`src/rtl/nf10_axis_pkg.sv`:
```
// rtl/nf10_axis_pkg.sv - shared constants and helpers for the NetFPGA AXIS width converters
package nf10_axis_pkg;

   localparam int RATIO  = 4;
   localparam int LANE_W = $clog2(RATIO);

   // NetFPGA tuser field layout, common to the upsizer and downsizer
   localparam int TUSER_LEN_LO = 0;
   localparam int TUSER_LEN_HI = 15;
   localparam int TUSER_SPT_LO = 16;
   localparam int TUSER_SPT_HI = 23;
   localparam int TUSER_DPT_LO = 24;
   localparam int TUSER_DPT_HI = 31;

   function automatic int strb_width(input int data_width);
      return data_width / 8;
   endfunction

endpackage

```
`src/rtl/nf10_axis_upsizer.sv`:
```
// rtl/nf10_axis_upsizer.sv - packs narrow AXIS beats into wide beats, keeping packet boundaries and first-beat tuser
module nf10_axis_upsizer
   import nf10_axis_pkg::*;
#(
   parameter int C_S_AXIS_DATA_WIDTH = 64,
   parameter int C_M_AXIS_DATA_WIDTH = 256,
   parameter int C_TUSER_WIDTH       = 128
) (
   input  logic                                        axi_aclk,
   input  logic                                        axi_resetn,
   input  logic [C_S_AXIS_DATA_WIDTH-1:0]              s_axis_tdata,
   input  logic [strb_width(C_S_AXIS_DATA_WIDTH)-1:0]  s_axis_tstrb,
   input  logic [C_TUSER_WIDTH-1:0]                    s_axis_tuser,
   input  logic                                        s_axis_tvalid,
   output logic                                        s_axis_tready,
   input  logic                                        s_axis_tlast,
   output logic [C_M_AXIS_DATA_WIDTH-1:0]              m_axis_tdata,
   output logic [strb_width(C_M_AXIS_DATA_WIDTH)-1:0]  m_axis_tstrb,
   output logic [C_TUSER_WIDTH-1:0]                    m_axis_tuser,
   output logic                                        m_axis_tvalid,
   input  logic                                        m_axis_tready,
   output logic                                        m_axis_tlast
);

   localparam int N_LANES   = C_M_AXIS_DATA_WIDTH / C_S_AXIS_DATA_WIDTH;
   localparam int LANE_BITS = $clog2(N_LANES);
   localparam int S_STRB    = strb_width(C_S_AXIS_DATA_WIDTH);
   localparam int M_STRB    = strb_width(C_M_AXIS_DATA_WIDTH);
   localparam logic [LANE_BITS-1:0] LAST_LANE = LANE_BITS'(N_LANES - 1);

   logic [C_M_AXIS_DATA_WIDTH-1:0] acc_data, merge_data, ohr_data;
   logic [M_STRB-1:0]              acc_strb, merge_strb, ohr_strb;
   logic [C_TUSER_WIDTH-1:0]       tuser_hold, tuser_pkt, ohr_tuser;
   logic [LANE_BITS-1:0]           lane;
   logic                           first, out_valid, ohr_tlast, ready_en;
   logic                           accept, done;

   // ready_en keeps s_axis_tready low through reset and its first cycle out
   assign s_axis_tready = ready_en && !(out_valid && !m_axis_tready);
   assign accept        = s_axis_tvalid && s_axis_tready;
   assign done          = accept && ((lane == LAST_LANE) || s_axis_tlast);

   always_comb begin
      merge_data = acc_data;
      merge_strb = acc_strb;
      merge_data[lane*C_S_AXIS_DATA_WIDTH +: C_S_AXIS_DATA_WIDTH] = s_axis_tdata;
      merge_strb[lane*S_STRB +: S_STRB] = s_axis_tstrb;
      tuser_pkt = first ? s_axis_tuser : tuser_hold;
   end

   always_ff @(posedge axi_aclk or negedge axi_resetn) begin
      if (!axi_resetn) begin
         acc_data   <= '0;
         acc_strb   <= '0;
         lane       <= '0;
         first      <= 1'b1;
         tuser_hold <= '0;
         ohr_data   <= '0;
         ohr_strb   <= '0;
         ohr_tuser  <= '0;
         ohr_tlast  <= 1'b0;
         out_valid  <= 1'b0;
         ready_en   <= 1'b0;
      end else begin
         ready_en <= 1'b1;
         if (accept) begin
            tuser_hold <= tuser_pkt;
            if (done) begin
               ohr_data  <= merge_data;
               ohr_strb  <= merge_strb;
               ohr_tuser <= tuser_pkt;
               ohr_tlast <= s_axis_tlast;
               out_valid <= 1'b1;
               acc_data  <= '0;
               acc_strb  <= '0;
               lane      <= '0;
               first     <= s_axis_tlast;
            end else begin
               acc_data <= merge_data;
               acc_strb <= merge_strb;
               lane     <= lane + LANE_BITS'(1);
               first    <= 1'b0;
            end
         end
         // A reload in the same cycle as a drain keeps out_valid high
         if (!done && out_valid && m_axis_tready)
            out_valid <= 1'b0;
      end
   end

   assign m_axis_tdata  = ohr_data;
   assign m_axis_tstrb  = ohr_strb;
   assign m_axis_tuser  = ohr_tuser;
   assign m_axis_tlast  = ohr_tlast;
   assign m_axis_tvalid = out_valid;

endmodule
```
`config.mk`:
```
export PLATFORM = sky130hd
export DESIGN_NAME = nf10_axis_upsizer
export DESIGN_NICKNAME = d
export VERILOG_FILES = /design/src/rtl/nf10_axis_pkg.sv /design/src/rtl/nf10_axis_upsizer.sv
export SDC_FILE = /design/constraint.sdc
export NUM_CORES = 1
export LEC_CHECK = 0
export ABC_AREA = 1
export ABC_CLOCK_PERIOD_IN_PS = 2000
export BUFFER_PORTS_ARGS = -buffer_cell sky130_fd_sc_hd__clkbuf_2
export CAP_MARGIN = 30
export CORE_UTILIZATION = 44
export CTS_CLUSTER_DIAMETER = 100
export CTS_CLUSTER_SIZE = 16
export DETAILED_ROUTE_END_ITERATION = 6
export PLACE_DENSITY = 0.75
export SLEW_MARGIN = 15
export SYNTH_ARGS = -nofsm -noshare
export SYNTH_HDL_FRONTEND = slang
export SYNTH_SLANG_ARGS = --single-unit
```
`constraint.sdc`:
```
create_clock -name axi_aclk -period 2 [get_ports axi_aclk]
set_input_delay 0.2 -clock axi_aclk [delete_from_list [all_inputs] [get_ports axi_aclk]]
set_output_delay 0.2 -clock axi_aclk [all_outputs]
set_load 0.1 [all_outputs]
```
==> results of run 1 <==
==> layout by cell type (no fill, tap or decap) <==
cell type,instances
a21boi_4,1
buf_12,79
buf_16,1
buf_4,73
buf_6,1
buf_8,1
bufinv_16,1
clkbuf_1,2
clkbuf_16,65
clkbuf_2,620
clkbuf_8,2
clkinv_2,3
clkinv_4,2
clkinv_8,2
conb_1,1
dfrtp_1,835
dfrtp_2,2
dfstp_4,1
diode_2,4
dlygate4sd3_1,198
ha_1,3
ha_2,1
ha_4,1
inv_1,89
inv_16,1
inv_2,6
inv_6,1
inv_8,1
nand2_1,3560
nand3_1,272
nand3_4,2
nor2_1,117
nor2_2,1
nor2_4,7
==> timing repair <==
action / in CTS / in global routing
gates resized for setup: 1 / 4
hold buffers: 198 / 0
pin swaps: 0 / 2
endpoints found under the hold margin: 854 / 0
gates cloned: 0 / 5
endpoints found under the setup margin: 1 / 298
setup buffers: 1 / 6
==> where the power goes <==
group	total (W)	internal (W)	switching, W	leakage [nW]
clock network	0.0116	0.00559	0.00603	0.813
registers	0.0207	0.0192	0.00149	11.4
logic	0.0199	0.00379	0.0161	16.0
==> area by class of cell <==
| type | count | area (um^2) | share of cell area [%] |
|---|---|---|---|
| antenna | 4 | 10.0 | 0.0212 |
| clock buffer | 64 | 1540 | 3.25 |
| clock inverter | 8 | 120 | 0.254 |
| inverter | 98 | 372 | 0.787 |
| multi-input combinational | 3966 | 15400 | 32.6 |
| sequential | 838 | 21000 | 44.4 |
| tap | 1144 | 1430 | 3.03 |
| timing repair buffer | 978 | 7390 | 15.7 |
==> kinds of logic (layout without fill, tap and decap cells) <==
group | after synthesis | in the layout | synth area share (%)
DFF | 838 | 838 | 55.3
AOI/OAI and AO/OA | 1 | 1 | 0.0198
adders and majority gates | 5 | 5 | 0.165
other | 1 | 5 | 0.00988
and+or+nand+nor | 3959 | 3959 | 40.1
buffers and inverters | 416 | 1148 | 4.44
==> critical path, cell delays in order, from the launching register on <==
cell and delay [ns]:
dfrtp_1 0.41, a21boi_4 0.23, buf_6 0.23, buf_12 0.20
==> routing by layer <==
metal | part of all wire, % | GRT usage [%] | routed length (um)
met2 | 46 | 43.8 | 58600
met1 | 40 | 36.4 | 50200
met3 | 7.7 | 5.40 | 9680
met5 | 0.025 | 0 | 31
met4 | 6.2 | 16.2 | 7790
==> synth_stat cells <==
master and n:
buf_2 92, inv_2 5, buf_1 21, nand3_1 273
a21boi_1 1, inv_1 93, buf_4 2, nand2_1 3560
dfstp_2 1, conb_1 1, ha_1 5, nand3_2 1
dfrtp_1 837, clkbuf_1 203, nor2_1 124, nor2_2 1
==> metrics by stage <==
step,power (W),instance area [um^2],TNS (ns)
4_1_cts,0.0519,47000,0
5_1_grt,0.0542,47200,-0.00664
3_3_place_gp,0.0398,43400,0
3_5_place_dp,0.0400,43400,0
2_1_floorplan,0.0349,38000,-0.367
6_report,0.0521,47200,0
==> path summary, 6_finish.rpt <==
path,end,slack (ns),start,cells past startpoint
setup / recovery,s_axis_tready,0.08,ready_en,3
hold / removal,acc_data[43],0.04,s_axis_tdata[43],5
setup reg to reg,m_axis_tdata[165],0.12,lane[1],9
hold reg to reg,m_axis_tlast,0.47,m_axis_tlast,2
max in group asynchronous,m_axis_tvalid,0.93,axi_resetn,3
min in group asynchronous,acc_data[254],0.11,axi_resetn,2
==> flip-flops by register name, summed over array words and instances (netlist names) <==
register	cells
tuser_hold	128
first	1
lane	2
m_axis_tdata	256
m_axis_tstrb	32
acc_strb	32
ready_en	1
acc_data	256
m_axis_tlast	1
m_axis_tvalid	1
m_axis_tuser	128
==> reports/results.ini, run 1 <==
[logic_synthesis]
synthTopCellsByArea=dfrtp_1, nand2_1, nand3_1
synth_cell_types=16
yosys_warnings=0
ys_seq_area_share_pct=55.3
synth.top_cell.area_share_pct=55.2
synth_area_per_cell_um2=7.27
ys_ff_latch=838
synthCells=5220
syn-num-nets=5430
synth_top_area_cell=dfrtp_1
netlist_area_mm2=0.0379

[clocking]
numClockSinks=838
cts-buffers-inserted=60
clk_latency_ns=0.66
cts_tree=yes
cts_root_buffer=clkbuf_16
cts.clk_slew.worst_paths_ns=0.08
htree_levels=2
cts_buffer_depth=3

[detailed_routing]
wirelength_um=126000
drc_errors=0
ant_nets=0
first_iter_violations=3257
dr.pass1.iters=7
wl_per_cell_um=17.8
via_per_inst=5.20
via_count=36900

[critical_path]
crit_path_end_kind=output port
start_kind=flip-flop
critPathKind=flip-flop to output port
arrival_ns=1.72
cp_max_fo=20
crit_required_ns=1.80

[placement]
pre_cts_slack_ns=0.0893
hpwl_um=80900
portBuffers=623
place_inst=6814
place.gp.congestion=0.897

[finish]
area_growth_pct=24.5
nNetsFinal=6152
fin_cells=7100
fin_util_pct=55.4
fillers=7699
drive_above_1_share_pct=14.7

[floorplan]
die_w_um=296
core_mm2=0.0853
initial_core_util_pct=44.5
die_h_um=296
rows=107
io_pins=624
dieArea_mm2=0.0874

[global_route]
grt_pass1_wl_um=194000
antenna_found_initial=3
groute.usage.overall_pct=28.0
grt_pass1_vias=35400
grt_max_degree=129
gr-total-overflow=0

[timing]
period_needed_ns=1.92
tightest_slew_ns=0.683
finalHoldViolations=0
finalClockSkew_ns=0.0270
post-route-period-util_pct=96.1
max_freq_ghz=0.520
final-max-slew-violation-count=0
fin_hold_ws_ns=0.0354
relSlewSlack_pct=54.7
fin_ws_ns=0.0773
setup-violations-final=0

[worst_hold_path]
worstHoldPathType=input port to flip-flop

[pwr]
ir_drop_mv=0.983
p_leak_nw=28.3
p_per_area_mw_per_mm2=1100

[flow_run]
drv_cap=0

[outcome]
outcome=completed

(Power assumes the default switching activity.)
==> run 2, diff against run 1 <==
--- a/config.mk
+++ b/config.mk
@@ -9,11 +9,11 @@
 export ABC_CLOCK_PERIOD_IN_PS = 2000
 export BUFFER_PORTS_ARGS = -buffer_cell sky130_fd_sc_hd__clkbuf_2
 export CAP_MARGIN = 30
-export CORE_UTILIZATION = 44
+export CORE_UTILIZATION = 25
 export CTS_CLUSTER_DIAMETER = 100
 export CTS_CLUSTER_SIZE = 16
 export DETAILED_ROUTE_END_ITERATION = 6
-export PLACE_DENSITY = 0.75
+export PLACE_DENSITY = 0.51
 export SLEW_MARGIN = 15
 export SYNTH_ARGS = -nofsm -noshare
 export SYNTH_HDL_FRONTEND = slang
==> reports/results.ini, run 2 (synthesis results as in run 1) <==
[critical_path]
reg2reg_to=m_axis_tdata[107]
crit_path_end_kind=output port
cp_cell_sequence=clkbuf_2
cp_max_fo=2  ; -90%
rrSetupSlack_ns=0.10  ; -0.02 ns
start_kind=flip-flop
crit_required_ns=1.80  ; about the same
rr_worst_depth=11  ; +2
cp_slowest_cell=dfrtp_1
arrival_ns=1.71  ; about the same
slowest_delay_ns=0.52  ; +0.11 ns
r2r_start=lane[0]
crit_buf_inv=1  ; -1
critPathKind=flip-flop to output port
critPathTopFamily=flip-flops

[detailed_routing]
wl_met3_um=7430  ; -23%
wirelength_um=146000  ; +15%
drc_errors=0  ; unchanged
met1_length_um=64700  ; +29%
dr.pass1.iters=6  ; -1
wl_met2_um=67000  ; +14%
via_per_inst=4.46  ; -14%
via_count=35800  ; -3.1%
wl_per_cell_um=18.1  ; +2.0%
ant_nets=0  ; unchanged
first_iter_violations=2451  ; -25%
maxUsedRoutingLayer=met5

[floorplan]
core_mm2=0.150  ; +76%
rows=142  ; +33%
die_h_um=392  ; +32%
dieArea_mm2=0.153  ; +75%
die_w_um=392  ; +32%
initial_core_util_pct=25.2  ; -19 points
io_pins=624  ; unchanged

[timing]
setup-violations-final=0  ; unchanged
finalClockSkew_ns=0.0242  ; -0.00276 ns
final-max-slew-violation-count=0  ; unchanged
tightest_slew_ns=0.826  ; +0.143 ns
relSlewSlack_pct=44.9  ; -9.7 points
post-route-period-util_pct=95.6  ; -0.50 points
finalHoldViolations=0  ; unchanged
fin_setup_tns_ns=0  ; unchanged
period_needed_ns=1.91  ; -0.0101 ns
max_freq_ghz=0.523  ; +0.53%
rsz0062_at_grt=yes

[placement]
place.gp.congestion=0.839  ; -6.5%
portBuffers=623  ; unchanged
hpwl_um=97400  ; +20%
placed_area_mm2=0.0449  ; +3.5%

[finish]
final_common_cell=nand2_1
ff_latch_area_mm2=0.0210  ; unchanged
drive_above_1_share_pct=15.5  ; +0.76 points
stdcell_area_mm2=0.0489  ; +3.6%
nNetsFinal=6205  ; +0.86%
multi_input_area_mm2=0.0154  ; about the same
final_cell_mix=nand2_1, dfrtp_1, clkbuf_2
fillers=16200  ; +110%
area_growth_pct=29.0

[global_route]
grt_pass1_wl_um=217000  ; +12%
groute.usage.overall_pct=18.4  ; -9.6 points
gr-total-overflow=0  ; unchanged
grt_pass1_vias=34800  ; -1.9%
grt_max_degree=129  ; unchanged
antenna_found_initial=4  ; +1

[worst_hold_path]
min_path_cells=5  ; unchanged
hold_end=acc_data[54]
hp-start=s_axis_tdata[54]
worstHoldPathType=input port to flip-flop

[clocking]
cts_buffer_depth=3  ; unchanged
numClockSinks=838  ; unchanged
cts-buffers-inserted=61  ; +1.7%
cts_root_buffer=clkbuf_16
clk_latency_ns=0.68  ; +0.02 ns
cts.clk_slew.worst_paths_ns=0.08  ; about the same
htree_levels=2  ; unchanged
cts_tree=yes

[flow_run]
drv_cap=0  ; unchanged

[pwr]
ir_drop_mv=0.837  ; -15%
p_per_area_mw_per_mm2=1090  ; -1.1%
p_leak_nw=28.6  ; +1.2%

[outcome]
outcome=completed

## run 2: metrics by stage
stage	total power, W	hold WS, ns	std cells	setup WS [ns]	utilization, %
after global routing	0.0560	0.0878	8029	-0.0198	32.6
after detailed placement	0.0411	0.148	7731	-0.0108	29.9
after floorplan	0.0349	-0.0956	5220	-0.0116	-
after CTS	0.0540	0.0230	8017	0.0317	32.4
final	0.0534	0.121	8031	0.0874	32.6
after global placement	0.0410	0.156	7731	-0.00121	29.9
## run 2: tightest hold or removal path, delay by kind of cell
family,cells,cell delay (ns)
buffers and inverters,1,0.21
AND/OR/NAND/NOR,4,0.32
## run 2: power by group
part           total (W)  internal [W]  switching (W)
clock network     0.0123       0.00590        0.00644
registers         0.0206        0.0191        0.00142
logic             0.0205       0.00409         0.0164
total             0.0534        0.0291         0.0243
## run 2: final cells by class
cell class / instances / area share [%]
antenna: 5 / 0.0256
multi-input combinational: 3966 / 31.4
sequential: 838 / 42.9
tap: 2016 / 5.15
clock buffer: 70 / 3.33
timing repair buffer: 1030 / 16.2
inverter: 98 / 0.772
clock inverter: 8 / 0.253
## run 2: what timing repair did
action | in CTS | in global routing
gates cloned | 2 | 4
pin swaps | 1 | 2
hold endpoints to repair | 1172 | 0
gates resized for setup | 1 | 7
hold buffers | 203 | 0
endpoints found under the setup margin | 6 | 51
setup buffers | 3 | 5
## run 2: worst max path at each step
stage	from	endpoint	cells past startpoint	slack, ns
2_1_floorplan	lane[0]	m_axis_tdata[34]	10	-0.01
3_3_place_gp	lane[0]	lane[0]	8	-0.001
3_5_place_dp	lane[0]	lane[0]	8	-0.01
4_1_cts	m_axis_tdata[181]	m_axis_tdata[181]	1	0.03
5_1_grt	lane[1]	m_axis_tdata[107]	11	-0.02
6_report	m_axis_tdata[181]	m_axis_tdata[181]	1	0.09
## run 2: per-layer routing
layer / up-vias / track usage [%]
met5: - / 0
met4: 2 / 8.04
met3: 228 / 2.66
met2: 1062 / 29.3
met1: 17200 / 24.8
li1: 17200 / -
